### src/rtl/benes_cfg_loader_pkg.sv
// Shared constants and FSM state type for the Benes configuration loader.
package USER_PKG;
  localparam int unsigned SWITCH_NUM = 16;
  localparam int unsigned STAGE_NUM  = 9;
  localparam int unsigned IDX_W      = $clog2(STAGE_NUM);

  typedef enum logic [1:0] {
    ST_IDLE,
    ST_LOAD,
    ST_DRAIN,
    ST_FULL
  } cfg_state_t;
endpackage

### src/rtl/benes_cfg_loader_cfg_bank.sv
// STAGE_NUM x SWITCH_NUM register bank: clear, parallel load, or single-stage write.
module cfg_bank
  import USER_PKG::*;
(
  input  logic                  clk,
  input  logic                  rst_n,
  input  logic                  i_clr,
  input  logic                  i_wr_en,
  input  logic [IDX_W-1:0]      i_wr_idx,
  input  logic [SWITCH_NUM-1:0] i_wr_data,
  input  logic                  i_load_en,
  input  logic [SWITCH_NUM-1:0] i_load_data [0:STAGE_NUM-1],
  output logic [SWITCH_NUM-1:0] o_data      [0:STAGE_NUM-1]
);

  logic [SWITCH_NUM-1:0] bank_q [0:STAGE_NUM-1];
  logic [SWITCH_NUM-1:0] bank_d [0:STAGE_NUM-1];

  always_comb begin
    bank_d = bank_q;
    if (i_clr) begin
      bank_d = '{default: '0};
    end else if (i_load_en) begin
      bank_d = i_load_data;
    end else if (i_wr_en) begin
      for (int unsigned k = 0; k < STAGE_NUM; k++) begin
        if (i_wr_idx == IDX_W'(k)) bank_d[k] = i_wr_data;
      end
    end
  end

  always_ff @(posedge clk or negedge rst_n) begin
    if (!rst_n) bank_q <= '{default: '0};
    else        bank_q <= bank_d;
  end

  assign o_data = bank_q;

endmodule

### src/rtl/benes_cfg_loader.sv
// Streams per-stage switch settings into a shadow bank and commits them to the
// active bank that drives the Benes network.
module benes_cfg_loader
  import USER_PKG::*;
#(
  parameter int unsigned EPOCH_W = 8
) (
  input  logic                  clk,
  input  logic                  rst_n,
  input  logic                  i_cfg_valid,
  output logic                  o_cfg_ready,
  input  logic [SWITCH_NUM-1:0] i_cfg_data,
  input  logic                  i_cfg_last,
  input  logic                  i_apply,
  input  logic                  i_flush,
  output logic [SWITCH_NUM-1:0] o_switch_set [0:STAGE_NUM-1],
  output logic                  o_cfg_valid,
  output logic                  o_apply_done,
  output logic                  o_err,
  output logic [EPOCH_W-1:0]    o_epoch
);

  localparam logic [IDX_W-1:0] LAST_IDX = IDX_W'(STAGE_NUM - 1);

  cfg_state_t          state_q, state_d;
  logic [IDX_W-1:0]    wr_idx_q, wr_idx_d;
  logic                ready_q, ready_d;
  logic                err_q, err_d;
  logic                apply_done_q, apply_done_d;
  logic                cfg_valid_q, cfg_valid_d;
  logic [EPOCH_W-1:0]  epoch_q, epoch_d;

  logic                  accept;
  logic                  sh_wr_en;
  logic                  sh_clr;
  logic                  act_load;
  logic [SWITCH_NUM-1:0] shadow_data [0:STAGE_NUM-1];
  logic [SWITCH_NUM-1:0] zero_bank   [0:STAGE_NUM-1];

  assign zero_bank = '{default: '0};
  assign accept    = i_cfg_valid && ready_q;

  always_comb begin
    state_d      = state_q;
    wr_idx_d     = wr_idx_q;
    err_d        = 1'b0;
    apply_done_d = 1'b0;
    cfg_valid_d  = cfg_valid_q;
    epoch_d      = epoch_q;
    sh_wr_en     = 1'b0;
    sh_clr       = 1'b0;
    act_load     = 1'b0;

    // Flush outranks everything, including a word or an apply in the same cycle.
    if (i_flush) begin
      state_d  = ST_IDLE;
      wr_idx_d = '0;
      sh_clr   = 1'b1;
    end else begin
      unique case (state_q)
        ST_IDLE, ST_LOAD: begin
          if (accept) begin
            if (i_cfg_last && wr_idx_q == LAST_IDX) begin
              sh_wr_en = 1'b1;
              wr_idx_d = wr_idx_q + IDX_W'(1);
              state_d  = ST_FULL;
            end else if (i_cfg_last) begin
              err_d    = 1'b1;
              sh_clr   = 1'b1;
              wr_idx_d = '0;
              state_d  = ST_IDLE;
            end else if (wr_idx_q == LAST_IDX) begin
              err_d    = 1'b1;
              state_d  = ST_DRAIN;
            end else begin
              sh_wr_en = 1'b1;
              wr_idx_d = wr_idx_q + IDX_W'(1);
              state_d  = ST_LOAD;
            end
          end
        end
        ST_DRAIN: begin
          if (accept && i_cfg_last) begin
            sh_clr   = 1'b1;
            wr_idx_d = '0;
            state_d  = ST_IDLE;
          end
        end
        ST_FULL: begin
          if (i_apply) begin
            act_load     = 1'b1;
            cfg_valid_d  = 1'b1;
            epoch_d      = epoch_q + EPOCH_W'(1);
            apply_done_d = 1'b1;
            wr_idx_d     = '0;
            state_d      = ST_IDLE;
          end
        end
        default: begin
          state_d  = ST_IDLE;
          wr_idx_d = '0;
        end
      endcase
    end

    ready_d = (state_d != ST_FULL);
  end

  always_ff @(posedge clk or negedge rst_n) begin
    if (!rst_n) begin
      state_q      <= ST_IDLE;
      wr_idx_q     <= '0;
      ready_q      <= 1'b1;
      err_q        <= 1'b0;
      apply_done_q <= 1'b0;
      cfg_valid_q  <= 1'b0;
      epoch_q      <= '0;
    end else begin
      state_q      <= state_d;
      wr_idx_q     <= wr_idx_d;
      ready_q      <= ready_d;
      err_q        <= err_d;
      apply_done_q <= apply_done_d;
      cfg_valid_q  <= cfg_valid_d;
      epoch_q      <= epoch_d;
    end
  end

  cfg_bank u_shadow (
    .clk         (clk),
    .rst_n       (rst_n),
    .i_clr       (sh_clr),
    .i_wr_en     (sh_wr_en),
    .i_wr_idx    (wr_idx_q),
    .i_wr_data   (i_cfg_data),
    .i_load_en   (1'b0),
    .i_load_data (zero_bank),
    .o_data      (shadow_data)
  );

  cfg_bank u_active (
    .clk         (clk),
    .rst_n       (rst_n),
    .i_clr       (1'b0),
    .i_wr_en     (1'b0),
    .i_wr_idx    ('0),
    .i_wr_data   ('0),
    .i_load_en   (act_load),
    .i_load_data (shadow_data),
    .o_data      (o_switch_set)
  );

  assign o_cfg_ready  = ready_q;
  assign o_err        = err_q;
  assign o_apply_done = apply_done_q;
  assign o_cfg_valid  = cfg_valid_q;
  assign o_epoch      = epoch_q;

endmodule

### config.mk
export PLATFORM = sky130hd
export DESIGN_NAME = benes_cfg_loader
export DESIGN_NICKNAME = d
export VERILOG_FILES = /design/src/rtl/benes_cfg_loader_pkg.sv /design/src/rtl/benes_cfg_loader_cfg_bank.sv /design/src/rtl/benes_cfg_loader.sv
export SDC_FILE = /design/constraint.sdc
export NUM_CORES = 1
export LEC_CHECK = 0
export BUFFER_PORTS_ARGS = -buffer_cell sky130_fd_sc_hd__buf_2
export CAP_MARGIN = 10
export CELL_PAD_IN_SITES_DETAIL_PLACEMENT = 0
export CELL_PAD_IN_SITES_GLOBAL_PLACEMENT = 1
export CORE_MARGIN = 2
export CORE_UTILIZATION = 30
export CTS_CLUSTER_DIAMETER = 120
export DETAILED_ROUTE_END_ITERATION = 6
export PLACE_DENSITY_LB_ADDON = 0.1
export SETUP_SLACK_MARGIN = 0.05
export SYNTH_ARGS = -nofsm -noshare
export SYNTH_HDL_FRONTEND = slang
export SYNTH_SLANG_ARGS = --single-unit
### constraint.sdc
create_clock -name clk -period 3.6 [get_ports clk]
set_input_delay 0.18 -clock clk [delete_from_list [all_inputs] [get_ports clk]]
set_output_delay 0.18 -clock clk [all_outputs]
set_load 0.05 [all_outputs]
==> flow_summary_export.csv <==
group,metric,value,unit
synthesis,synth-seq-cells,306,
run_status,status,"completed",
min_path,hold_class,"in2reg",
grt,grt_max_degree,150,
sta,clock_skew,19.08,ps
routing,drt_iter0_drc,615,
final_layout,nets,1543,
worst_setup_path,critical_path_arrival,3460,ps
die,rows,75,
routing,drt-total-wl,39130,µm
synthesis,ys_warn_count,0,
clock_tree,clkTransAtPathRegs,60,ps
clock_tree,cts_sinks,306,
clock_tree,clk_latency,540,ps
final_layout,regArea,7659,µm²
worst_setup_path,path_max_fanout,16,
synthesis,synth_area,12700,µm²
synthesis,ys_seq_area_share,60.32,%
placed_design,preCtsSetupSlack,550.3,ps
sta,rsz0062_at_grt,"false",
grt,overflow,0,
die,ios,178,
worst_setup_path,r2r_start,"wr_idx_q[0]",
die,die_w,209.7,µm
sta,finalSetupTns,0,ps
sta,whs,33.87,ps
power_and_ir_drop,leakage,7.773,nW
die,core_area,41850,µm²
final_layout,postLayoutCoreUtil,36.41,%
clock_tree,cts_buffer_depth,3,
routing,ant_nets,0,
worst_setup_path,start_kind,"register",
sta,setup_viol,0,
sta,maxSlewHeadroom,36.12,%
power_and_ir_drop,p_per_area,492.3,nW/µm²
final_layout,diodes,0,
worst_setup_path,critPathLaunch,"wr_idx_q[0]",
routing,drc,0,
sta,fmax,327.1,MHz
routing,dr.pass1.iters,4,
sta,hold_viol_final,0,
worst_setup_path,worst_ep_required_time,4000,ps
synthesis,synth_area_leader_cell,"dfrtp_1",
worst_setup_path,crit_path_end_kind,"register",
routing,vias,9444,
clock_tree,root_buffer,"clkbuf_16",
final_layout,drive_above_1_share,22.86,%
routing,viasPerCell,4.543,
synthesis,synth_nets,1393,
final_layout,fillers,4382,
min_path,hp-start,"i_cfg_data[15]",
clock_tree,htree_num_levels,2,
final_layout,multi_input_area,4433,µm²
synthesis,avgSynthCellArea,9.322,µm²
grt,grt_pass1_vias,9596,
synthesis,synth_top_area_share,60.11,%
routing,post_drt_wl_per_cell,18.82,µm
sta,period_share,84.92,%
job,max_cap_violations,0,
synthesis,netlist_top_cells_area,"dfrtp_1 60%, nand2_1 20%, a21oi_1 4.2%",
die,dieArea,43980,µm²
grt,grt_util_all_layers,17.98,%
die,start_util,30.34,%
clock_tree,post_cts_resize_count,0,
sta,drv_slew,0,
sta,fin_ws,543.0,ps
clock_tree,cts_tree,"yes",
placed_design,dp_hpwl,23650,µm
placed_design,port_buffers,177,
grt,grt_pass1_wl,60170,µm
synthesis,syn_inst,1362,
die,fp.dieH,209.7,µm
clock_tree,cts_buffers,37,
placed_design,gp_congestion,0.7480,
final_layout,area_growth,20.02,%
synthesis,ys_types,47,
worst_setup_path,crit_type,"reg2reg",
sta,max_slew.worst_pin.slew,955.8,ps
grt,antenna_found_initial,0,
sta,finalCriticalPeriod,3057,ps
power_and_ir_drop,ir_worst_vdd,295.6,µV
-- report_power, final --
part	switching [W]	internal (W)	total, W
clock	0.00149	0.00226	0.00376
sequential	0.0000102	0.00345	0.00346
combinational	0.000226	0.0000571	0.000284
-- repair_timing --
item	4_1_cts	5_1_grt
endpoints found under the hold margin	103	0
setup buffers	0	0
hold buffers	4	0
-- area by class of cell --
cell class	count	area share, %
clock buffer	59	7.553
clock inverter	8	0.4680
inverter	6	0.1642
multi-input combinational	953	29.09
sequential	306	50.25
tap	539	4.425
timing repair buffer	208	8.046
-- critical path: stages (launching register included) --
cell      delay, ps
dfrtp_1         420
inv_1            90
ha_1            260
nand3b_1        190
inv_1           110
ha_1            360
nand4b_4        250
or4b_1          960
nand2_2         210
a21oi_2          70
-- stage by stage --
stage          instance area (µm²)  total power [W]  std cells
2_1_floorplan                12700         0.003649       1362
3_3_place_gp                 13980         0.003816       2008
3_5_place_dp                 13980         0.003816       2008
4_1_cts                      15240         0.007640       2079
5_1_grt                      15240         0.007793       2079
6_report                     15240         0.007502       2079
-- flip-flops by register name (all words and copies together), names as in the netlist, 2 cells and up --
signal           count
o_epoch              8
state_q              2
u_active.o_data    144
u_shadow.o_data    144
wr_idx_q             4
-- synthesized netlist by cell type (all sizes together) --
cell type	number
nor4b	6
o311ai	1
xnor2	4
clkbuf	38
or3	1
a2111oi	1
nand4b	6
nand2b	2
inv	6
and3	2
o31ai	1
dlymetal6s2s	1
o21a	1
a211oi	1
nand4	1
nor4	2
o21bai	1
nand3b	4
or4	1
a21boi	2
ha	9
or4b	4
buf	58
a211o	1
nand3	5
nand2	732
a21oi	146
and4bb	1
dfrtp	305
nor2	5
xor2	3
o21ai	3
and4b	5
a21o	1
and2	1
dfstp	1
-- metal layers --
layer | global-route usage, % | vias up | part of all wire, %
li1 | - | 4584 | -
met1 | 25.99 | 4656 | 48
met2 | 28.18 | 170 | 46
met3 | 2.948 | 34 | 4.4
met4 | 4.451 | 0 | 1.4
met5 | 0 | - | 0
-- path summary, 6_finish.rpt --
| kind | slack, ps | end | depth (start not counted) |
|---|---|---|---|
| hold reg to reg | 450 | u_active.o_data[116] | 2 |
| max in group asynchronous | 2360 | u_active.o_data[108] | 3 |
| min in group asynchronous | 270 | o_epoch[5] | 2 |
| setup reg to reg | 540 | u_shadow.o_data[102] | 9 |
| hold / removal | 30 | u_shadow.o_data[95] | 3 |
| setup / recovery | 540 | u_shadow.o_data[102] | 9 |
-- kinds of logic after synthesis --
logic type                 Yosys count  synth area share [%]
and+or+nand+nor                    778                 25.80
DFF                                306                 60.32
buffers and inverters              103                 4.828
xor gates and xnor gates             7                0.4829
adders and majority gates            9                0.8869
AOI/OAI and AO/OA                  159                 7.686
-- cell usage in the layout, fill, tap and decap left out, types with 5 or more instances in the layout --
master	instances
a21oi_1	106
a21oi_2	40
and4b_1	5
buf_12	7
buf_2	176
buf_4	20
clkbuf_1	10
clkbuf_16	39
clkbuf_8	10
clkinv_2	5
dfrtp_1	305
ha_1	9
inv_1	5
nand2_1	692
nand2_2	39
nand3_1	5
nand4b_1	5
nor2_1	5
(Power assumes the default switching activity.)
